## src/rtl/tempo_tick_gen_if.sv

```systemverilog
// Control/status bundle between the tempo tick generator and its consumers.
// The master drives run/resync/speed; the slave (the generator) drives the tick outputs.
interface tempo_tick_gen_if #(
  parameter int BEAT_W = 2
);
  logic              run;
  logic              resync;
  logic [2:0]        speed;
  logic              sub_tick;
  logic              beat_tick;
  logic              bar_start;
  logic [BEAT_W-1:0] beat_idx;
  logic              running;

  modport master (
    output run, resync, speed,
    input  sub_tick, beat_tick, bar_start, beat_idx, running
  );

  modport slave (
    input  run, resync, speed,
    output sub_tick, beat_tick, bar_start, beat_idx, running
  );
endinterface

```

## src/rtl/tempo_tick_gen.sv

```systemverilog
// Tempo tick generator: beat, sub-beat and bar-position pulses derived from a
// per-tempo countdown, with run/stop, bar resync and beat-aligned tempo changes.
module tempo_tick_gen #(
  parameter int CLK_HZ        = 50_000_000,
  parameter int SUBDIV        = 4,
  parameter int BEATS_PER_BAR = 4,
  parameter int BEAT_W        = 2,
  parameter int CNT_W         = 27
) (
  input  logic            clk,
  input  logic            reset,
  tempo_tick_gen_if.slave tt
);

  localparam int SUB_W = (SUBDIV > 1) ? $clog2(SUBDIV) : 1;

  function automatic longint beat_period(input int s);
    longint bpm;
    case (s)
      0:       bpm = 40;
      1:       bpm = 60;
      2:       bpm = 80;
      3:       bpm = 100;
      4:       bpm = 120;
      5:       bpm = 140;
      6:       bpm = 180;
      default: bpm = 220;
    endcase
    return (longint'(CLK_HZ) * 64'sd60) / bpm;
  endfunction

  // Counter reload values (length-1); the last sub-beat absorbs the division remainder.
  function automatic logic [CNT_W-1:0] reload_val(input int s, input bit last);
    longint p;
    longint l;
    p = beat_period(s);
    l = p / longint'(SUBDIV);
    if (last) return CNT_W'(p - longint'(SUBDIV - 1) * l - 64'sd1);
    return CNT_W'(l - 64'sd1);
  endfunction

  localparam logic [CNT_W-1:0] RLD_MID [8] = '{
    reload_val(0, 1'b0), reload_val(1, 1'b0), reload_val(2, 1'b0), reload_val(3, 1'b0),
    reload_val(4, 1'b0), reload_val(5, 1'b0), reload_val(6, 1'b0), reload_val(7, 1'b0)
  };
  localparam logic [CNT_W-1:0] RLD_LAST [8] = '{
    reload_val(0, 1'b1), reload_val(1, 1'b1), reload_val(2, 1'b1), reload_val(3, 1'b1),
    reload_val(4, 1'b1), reload_val(5, 1'b1), reload_val(6, 1'b1), reload_val(7, 1'b1)
  };

  for (genvar g = 0; g < 8; g++) begin : g_chk
    if (beat_period(g) < longint'(SUBDIV)) begin : g_short
      $error("tempo_tick_gen: beat period shorter than SUBDIV");
    end
    if (beat_period(g) - longint'(SUBDIV - 1) * (beat_period(g) / longint'(SUBDIV))
        > (64'sd1 <<< CNT_W)) begin : g_wide
      $error("tempo_tick_gen: CNT_W too narrow for the longest sub-beat");
    end
  end
  if ((1 << BEAT_W) < BEATS_PER_BAR) begin : g_beat_w
    $error("tempo_tick_gen: BEAT_W too narrow for BEATS_PER_BAR");
  end

  typedef enum logic {IDLE, RUN} state_t;

  state_t            state;
  logic [CNT_W-1:0]  cnt;
  logic [SUB_W-1:0]  sub_idx;
  logic [2:0]        spd;

  logic              tick_go;
  logic              restart;
  logic [SUB_W-1:0]  sub_nxt;
  logic              beat_nxt;
  logic [2:0]        spd_nxt;
  logic [BEAT_W-1:0] idx_nxt;
  logic [CNT_W-1:0]  rld_nxt;

  // Next tick-cycle values; a start from IDLE and a resync both restart the bar.
  always_comb begin
    restart  = (state == IDLE) || tt.resync;
    tick_go  = tt.run && ((state == IDLE) || tt.resync || (cnt == '0));
    sub_nxt  = (restart || sub_idx == SUB_W'(SUBDIV - 1)) ? '0 : sub_idx + SUB_W'(1);
    beat_nxt = (sub_nxt == '0);
    spd_nxt  = beat_nxt ? tt.speed : spd;
    idx_nxt  = tt.beat_idx;
    if (restart)
      idx_nxt = '0;
    else if (beat_nxt)
      idx_nxt = (tt.beat_idx == BEAT_W'(BEATS_PER_BAR - 1)) ? '0 : tt.beat_idx + BEAT_W'(1);
    rld_nxt = (sub_nxt == SUB_W'(SUBDIV - 1)) ? RLD_LAST[spd_nxt] : RLD_MID[spd_nxt];
  end

  always_ff @(posedge clk) begin
    if (reset) begin
      state        <= IDLE;
      cnt          <= '0;
      sub_idx      <= '0;
      spd          <= '0;
      tt.sub_tick  <= 1'b0;
      tt.beat_tick <= 1'b0;
      tt.bar_start <= 1'b0;
      tt.beat_idx  <= '0;
      tt.running   <= 1'b0;
    end else begin
      tt.sub_tick  <= 1'b0;
      tt.beat_tick <= 1'b0;
      tt.bar_start <= 1'b0;
      case (state)
        IDLE: begin
          if (tt.run) begin
            state      <= RUN;
            tt.running <= 1'b1;
          end
        end
        RUN: begin
          if (!tt.run) begin
            state       <= IDLE;
            tt.running  <= 1'b0;
            cnt         <= '0;
            sub_idx     <= '0;
            tt.beat_idx <= '0;
          end else if (!tick_go) begin
            cnt <= cnt - CNT_W'(1);
          end
        end
      endcase
      if (tick_go) begin
        cnt          <= rld_nxt;
        sub_idx      <= sub_nxt;
        spd          <= spd_nxt;
        tt.sub_tick  <= 1'b1;
        tt.beat_tick <= beat_nxt;
        tt.bar_start <= beat_nxt && (idx_nxt == '0);
        tt.beat_idx  <= idx_nxt;
      end
    end
  end

endmodule

```

## src/flat_wrapper.sv

```systemverilog
// flat-port wrapper written by rule: the top's interface ports become plain ports
module tempo_tick_gen_flat 
#(
  parameter int CLK_HZ        = 50_000_000,
  parameter int SUBDIV        = 4,
  parameter int BEATS_PER_BAR = 4,
  parameter int BEAT_W        = 2,
  parameter int CNT_W         = 27
)
  (clk, reset, tt_run, tt_resync, tt_speed, tt_sub_tick, tt_beat_tick, tt_bar_start, tt_beat_idx, tt_running);
  tempo_tick_gen_if #(.BEAT_W(BEAT_W)) tt_i ();
  input  logic clk;
  input  logic reset;
  input wire logic [$bits(tt_i.run)-1:0] tt_run;
  input wire logic [$bits(tt_i.resync)-1:0] tt_resync;
  input wire logic [$bits(tt_i.speed)-1:0] tt_speed;
  output wire logic [$bits(tt_i.sub_tick)-1:0] tt_sub_tick;
  output wire logic [$bits(tt_i.beat_tick)-1:0] tt_beat_tick;
  output wire logic [$bits(tt_i.bar_start)-1:0] tt_bar_start;
  output wire logic [$bits(tt_i.beat_idx)-1:0] tt_beat_idx;
  output wire logic [$bits(tt_i.running)-1:0] tt_running;
  assign tt_i.run = tt_run;
  assign tt_i.resync = tt_resync;
  assign tt_i.speed = tt_speed;
  assign tt_sub_tick = tt_i.sub_tick;
  assign tt_beat_tick = tt_i.beat_tick;
  assign tt_bar_start = tt_i.bar_start;
  assign tt_beat_idx = tt_i.beat_idx;
  assign tt_running = tt_i.running;
  tempo_tick_gen #(.CLK_HZ(CLK_HZ), .SUBDIV(SUBDIV), .BEATS_PER_BAR(BEATS_PER_BAR), .BEAT_W(BEAT_W), .CNT_W(CNT_W)) u_core (.clk(clk), .reset(reset), .tt(tt_i));
endmodule
```

## config.mk

```make
export PLATFORM = sky130hd
export DESIGN_NAME = tempo_tick_gen_flat
export DESIGN_NICKNAME = d
export VERILOG_FILES = /design/src/rtl/tempo_tick_gen_if.sv /design/src/rtl/tempo_tick_gen.sv /design/src/flat_wrapper.sv
export SDC_FILE = /design/constraint.sdc
export NUM_CORES = 1
export LEC_CHECK = 0
export ABC_AREA = 0
export CORE_AREA = 2 2 71 124
export CTS_CLUSTER_SIZE = 14
export DETAILED_ROUTE_END_ITERATION = 8
export DIE_AREA = 0 0 73 126
export SYNTH_ARGS = -nofsm -noshare
export SYNTH_HDL_FRONTEND = slang
export SYNTH_SLANG_ARGS = --single-unit
```

## constraint.sdc

```tcl
create_clock -name clk -period 4.61 [get_ports clk]
set_input_delay 1.383 -clock clk [delete_from_list [all_inputs] [get_ports clk]]
set_output_delay 1.383 -clock clk [all_outputs]
set_load 0.02 [all_outputs]
```

==> key figures, run 1 <==
Power and ir drop
  – Leakage: 1.07 nW
  – Worst VDD drop: 0.190 mV
  – Comb power frac: 25.7%
  – Sw frac: 31.4%
  – Pwr/cell area: 377 mW/mm^2
  – Pwr Total: 1.07 mW
  – Switching pwr: 336 uW
  – Sequential Power Share: 35.8%
  – Clock network power share: 38.5%
  – Cell internal pwr: 735 uW

CTS
  – Cts repair resizes: 0
  – Worst-Skew Late Latency: 290 ps
  – TritonCTS clock tree: yes
  – CTS Sinks: 39
  – CTS H-tree depth: 2
  – Post-CTS Hold Buffers: 0
  – Num CTS Buffers: 5
  – CTS root buf: clkbuf_16
  – Setup Buffers After CTS: 0
  – Clock tree buffer depth: 2
  – CTS clk-pin slew, worst paths: 60 ps

GRT
  – First-pass GRT wire length: 11,700 um
  – Grt ovf: 0
  – Vias in the first global route: 2,294
  – Largest net degree at the start of global routing: 17
  – Antenna violations before repair: 0
  – GRT Total Usage: 17.0%

Synthesis
  – Synthesized Nets: 318
  – Post-synthesis simple-gate area fraction: 29.1%
  – Synth Area in Compound Gates: 19.0%
  – Syn Area/Cell: 8.08 um^2
  – Yosys cell types: 55
  – Ys flop type: dfxtp_1
  – Synth Area in Adders: 6.21%
  – Most frequent cell after synthesis: nor2_1
  – Async S/R FF share, synth: 0%
  – Ranking of synthesized cells by area: dfxtp_1, nor2_1, ha_1
  – Synth area leader: dfxtp_1
  – Yosys top cell area share: 32.3%
  – Synth Warn #: 0
  – Post-synth EDFFs: 0
  – Sequential share of the synthesized area: 32.3%
  – Mux cell area share after synthesis: 4.24%
  – Synth Area in XOR/XNOR: 5.80%
  – Mapped Cells: 299
  – Largest family of logic cells by synthesized area: simple AND/OR/NAND/NOR gates
  – Post-synth top cells: nor2_1, dfxtp_1, nand2_1, o22ai_1
  – Seq cells post-synth: 39
  – Netlist Area Pre-Place: 0.00242 mm^2

Worst hold path
  – Worst hold path type: reg2reg
  – Worst hold start: u_core.sub_idx[1]
  – Hold Path End: u_core.sub_idx[1]
  – Hold path cells: 2

STA
  – Setup TNS: 0 ps
  – RSZ-0062 raised after global routing: false
  – Highest Clock Rate: 256 MHz
  – Final min period: 3900 ps
  – Final period util: 84.7%
  – Final Hold Viols: 0
  – Setup ws final: 706 ps
  – Worst Hold Slack: 466 ps
  – Setup violators final: 0
  – Fin. max-slew vios: 0
  – Worst rel slew slack: 36.1%
  – Worst slew pin tran: 955 ps
  – Clk_skew: 4.61 ps

Worst setup path
  – Critical path class: in2reg
  – Reg2reg start: u_core.sub_idx[0]
  – Cell family with the largest share of critical-path delay: multiplexers
  – Top cell by count, worst path: mux2i_1
  – CP max-delay cell: nor3_1
  – Cells on worst reg2reg path: 9
  – CP max FO: 5
  – Reg2Reg Capture Point: u_core.cnt[3]
  – Max incr delay on CP: 480 ps
  – R2R Setup Slk: 1820 ps
  – Critical Path Start Type: input port
  – Setup crit start: tt_resync
  – CP bufs+invs: 2
  – Crit end category: register
  – CP Data Required Time: 4800 ps
  – Worst-path cell chain: clkdlybuf4s50_1, nand2b_1, nor3_1, mux2i_1, inv_1, ha_1, mux2i_1, a31oi_1, a221oi_1
  – CP arrival: 4090 ps

Job
  – Maxcap violations: 0

Floorplanning
  – I/O pin total: 13
  – Std cell rows: 44
  – Chip Height: 126 um
  – Starting Density: 29.5%
  – Placeable Area: 0.00820 mm^2
  – Chip Width: 73 um
  – Total die area: 0.00920 mm^2

Placement
  – Post-placement cell count: 402
  – Worst slack, placed: 523 ps
  – DPL Wire Length: 5680 um
  – IO buf count: 12
  – Gpl congestion: 0.916

Final layout
  – Fin cells: 410
  – Syn-to-layout area delta: 17.6%
  – Layout cell share with drive strength beyond 1: 10.1%
  – Nets: 336
  – N_diodes: 0
  – Fillcell total: 855

Drt
  – Initial DRC count: 171
  – WL/cell: 18.1 um
  – Via count: 2,319
  – Final ANT Viol Nets: 0
  – DRC: 0
  – 1st-pass router iterations: 4
  – Vias/cell: 5.66
  – Post-Route WL: 7430 um

Status
  – Status: finished clean
==> layer usage <==
metal | vias to the layer above | GRT usage [%] | wire, um
met5 | - | 0 | 0
met4 | 0 | 14.4 | 588
met3 | 31 | 2.56 | 248
met2 | 70 | 29.4 | 3880
met1 | 1100 | 16.9 | 2710
li1 | 1118 | - | -
==> logic make-up after synthesis <==
family,Yosys count
multiplexers,10
XOR/XNOR,16
AND/OR/NAND/NOR,136
buffers and inverters,20
adder cells (fa/ha/maj),12
AO/OA/AOI/OAI,66
flip-flops,39
==> through the flow <==
step | utilization (%) | instance area (um^2)
global route | 34.7 | 2840
finish | 34.7 | 2840
global placement | 32.5 | 2670
floorplan | - | 2420
CTS | 34.7 | 2840
detailed placement | 32.5 | 2670
==> cell type report <==
class / instances / area, um^2 / share of cell area [%]
clock buffer: 6 / 139 / 4.89
tap: 92 / 115 / 4.05
multi-input combinational: 240 / 1560 / 54.7
inverter: 12 / 45.0 / 1.58
timing repair buffer: 19 / 173 / 6.07
clock inverter: 2 / 35.0 / 1.23
sequential: 39 / 781 / 27.5
==> cells in the final DEF (no fill, tap or decap), types with 4 or more instances in the layout <==
cell,Yosys,routed
xnor2_1,11,11
o211ai_1,4,4
a211oi_1,7,7
xor2_1,5,5
nor3_1,12,12
a31oi_1,4,4
nand3_1,7,7
nor4_1,6,6
nand2_1,30,30
clkbuf_16,0,5
dfxtp_1,39,39
nand2b_1,7,7
buf_4,1,7
mux2i_1,8,8
nor2_1,42,42
ha_1,12,12
a21oi_1,10,10
clkdlybuf4s50_1,0,12
o22ai_1,13,13
inv_1,12,12
o21ai_0,8,8
==> registers in the layout, summed over array words and instances (netlist names) <==
name                 count
u_core.sub_idx           2
u_core.tt.beat_tick      1
u_core.tt.running        1
u_core.tt.sub_tick       1
u_core.cnt              27
u_core.tt.bar_start      1
u_core.spd               3
u_core.state             1
u_core.tt.beat_idx       2
==> worst min-delay path: cells and delay by family, from the launching register on <==
kind	cells	cell delay [ps]
simple gates	1	50
flops	1	330
compound gates	1	50
==> power by group through the flow <==
| stage | clock network [mW] | registers [mW] | logic (mW) |
|---|---|---|---|
| 3_3_place_gp | 0 | 0.389 | 0.269 |
| 5_1_grt | 0.430 | 0.386 | 0.300 |
| 4_1_cts | 0.416 | 0.382 | 0.272 |
| 3_5_place_dp | 0 | 0.390 | 0.271 |
| 6_report | 0.412 | 0.384 | 0.275 |
| 2_1_floorplan | 0 | 0.387 | 0.191 |
==> how the worst max path moves through the flow <==
| stage | endpoint | cells after the start |
|---|---|---|
| after global routing | u_core.cnt[3] | 9 |
| after detailed placement | u_core.cnt[3] | 9 |
| after floorplan | u_core.cnt[3] | 9 |
| final | u_core.cnt[3] | 9 |
| after CTS | u_core.cnt[3] | 9 |
| after global placement | u_core.cnt[0] | 8 |
Power figures use the tool's default switching activity.
==> inputs of run 2 (changes only) <==
clock period = 3.97 ns   (was 4.61 ns; I/O delays follow)
==> run 2 against run 1 <==
First-iteration DRC count is 2.9% lower; via count fell by 0.65%; clock power is 3% lower; worst hold slack lost 4.2 ps; global-route usage shrank 0.26 points; power grew 8.7%; die area unchanged; clock skew rose by 0.88 ps; non-clock buffer count is 2 higher; worst setup slack got worse by 130 ps; sequential cell count is the same; critical endpoint unchanged; highest routed layer unchanged.
==> key figures, run 2 (synthesis results as in run 1) <==
Worst setup path
  – CP max FO: 12 (+7)
  – Critical path class: in2reg
  – CP Data Required Time: 4170 ps (-630 ps)
  – CP arrival: 3590 ps (-500 ps)
  – Crit end category: register
  – Critical Path Start Type: input port

GRT
  – Vias in the first global route: 2,332 (+1.7%)
  – Grt ovf: 0 (unchanged)
  – GRT Total Usage: 16.7% (-0.26 points)
  – First-pass GRT wire length: 11,600 um (-1.4%)
  – Antenna violations before repair: 0 (unchanged)
  – Largest net degree at the start of global routing: 22 (+5)

CTS
  – Num CTS Buffers: 5 (unchanged)
  – Post-CTS Hold Buffers: 0 (unchanged)
  – CTS clk-pin slew, worst paths: 60 ps (about the same)
  – TritonCTS clock tree: yes
  – Cts repair resizes: 0 (unchanged)
  – CTS root buf: clkbuf_16
  – CTS H-tree depth: 2 (unchanged)
  – CTS Sinks: 39 (unchanged)
  – Worst-Skew Late Latency: 290 ps (about the same)
  – Setup Buffers After CTS: 0 (unchanged)
  – Clock tree buffer depth: 2 (unchanged)

STA
  – Worst Hold Slack: 462 ps (-4.22 ps)
  – Fin. max-slew vios: 0 (unchanged)
  – Final Hold Viols: 0 (unchanged)
  – Setup violators final: 0 (unchanged)
  – Final period util: 85.5%
  – RSZ-0062 raised after global routing: false
  – Highest Clock Rate: 295 MHz
  – Final min period: 3390 ps
  – Clk_skew: 5.49 ps (+0.878 ps)
  – Worst rel slew slack: 57.8% (+22 points)
  – Worst slew pin tran: 627 ps (-328 ps)
  – Setup TNS: 0 ps (unchanged)

Drt
  – 1st-pass router iterations: 4 (unchanged)
  – DRC: 0 (unchanged)
  – Vias/cell: 5.59 (-1.1%)
  – Post-Route WL: 7250 um (-2.4%)
  – WL/cell: 17.6 um (-2.9%)
  – Via count: 2,304 (-0.65%)
  – Initial DRC count: 166 (-2.9%)
  – Final ANT Viol Nets: 0 (unchanged)

Placement
  – DPL Wire Length: 5590 um (-1.6%)
  – Gpl congestion: 0.950 (+3.7%)
  – IO buf count: 12 (unchanged)

Final layout
  – Layout cell share with drive strength beyond 1: 10.6% (+0.56 points)
  – Syn-to-layout area delta: 16.8%
  – N_diodes: 0 (unchanged)
  – Regs by FF count: u_core.cnt (27), u_core.spd (3)
  – Most frequent cells in the layout: nor2_1, dfxtp_1, nand2_1
  – Max reg flops: 27 (unchanged)
  – Nets: 338 (+0.60%)
  – Register with the most flip-flops: u_core.cnt
  – Most common cell after layout, fill and taps aside: nor2_1
  – Fillcell total: 867 (+1.4%)

Floorplanning
  – Chip Height: 126 um (unchanged)
  – Std cell rows: 44 (unchanged)
  – Starting Density: 29.5% (unchanged)
  – I/O pin total: 13 (unchanged)
  – Total die area: 0.00920 mm^2 (unchanged)
  – Chip Width: 73 um (unchanged)
  – Placeable Area: 0.00820 mm^2 (unchanged)

Power and ir drop
  – Comb power frac: 27.4% (+1.7 points)
  – Sequential Power Share: 38.2% (+2.4 points)
  – Switching pwr: 391 uW (+17%)
  – Leakage: 1.07 nW (-0.23%)
  – Clock network power share: 34.3% (-4.2 points)
  – Sw frac: 33.6% (+2.3 points)
  – Pwr/cell area: 412 mW/mm^2 (+9.4%)
  – Cell internal pwr: 772 uW (+5.1%)
  – Worst VDD drop: 0.161 mV (-15%)

Status
  – Status: finished clean

Worst hold path
  – Worst hold path type: reg2reg

Job
  – Maxcap violations: 0 (unchanged)
[run 2: metal layers]
layer,GRT usage [%],vias to the layer above,part of all wire (%),wire (um)
li1,-,1122,-,-
met1,15.9,1050,35,2530
met2,28.9,90,52,3780
met3,3.20,42,4.1,300
met4,14.9,0,8.8,637
met5,0,-,0,0
[run 2: layout make-up]
| cell class | count | area [um^2] | area share (%) |
|---|---|---|---|
| Clock inverter | 3 | 15.0 | 0.532 |
| Tap cell | 92 | 115 | 4.08 |
| Timing Repair Buffer | 21 | 188 | 6.65 |
| Inverter | 12 | 45.0 | 1.60 |
| Sequential cell | 39 | 781 | 27.6 |
| Multi-Input combinational cell | 240 | 1560 | 55.1 |
| Clock buffer | 5 | 125 | 4.43 |
[run 2: power groups by stage]
stage | logic, mW | registers [mW] | clock network (mW)
5_1_grt | 0.347 | 0.449 | 0.418
3_3_place_gp | 0.313 | 0.452 | 0
6_report | 0.319 | 0.445 | 0.400
2_1_floorplan | 0.222 | 0.450 | 0
4_1_cts | 0.318 | 0.445 | 0.408
3_5_place_dp | 0.315 | 0.453 | 0
[run 2: worst paths after layout]
kind                          start                 to  slack [ps]  depth (start not counted)
setup reg to reg      u_core.cnt[9]      u_core.cnt[2]        1400                          6
setup / recovery          tt_resync      u_core.cnt[3]         580                         10
hold reg to reg   u_core.sub_idx[1]  u_core.sub_idx[1]         460                          2
hold / removal    u_core.sub_idx[1]  u_core.sub_idx[1]         460                          2
[run 2: per-stage QoR]
| step | cell area (um^2) | cells | worst slack (ps) | util, % | total power, mW |
|---|---|---|---|---|---|
| floorplan | 2420 | 299 | 561 | - | 0.672 |
| global placement | 2680 | 404 | 403 | 32.7 | 0.765 |
| detailed placement | 2680 | 404 | 306 | 32.7 | 0.768 |
| CTS | 2820 | 412 | 585 | 34.4 | 1.17 |
| global route | 2820 | 412 | 287 | 34.4 | 1.21 |
| finish | 2820 | 412 | 577 | 34.4 | 1.16 |
[run 2: critical path, cell delays in order]
cell	delay, ps
clkdlybuf4s50_1	420
nand2b_1	210
nor3_1	200
buf_4	230
mux2i_1	330
inv_1	160
ha_1	240
mux2i_1	210
a31oi_1	120
a221oi_1	270
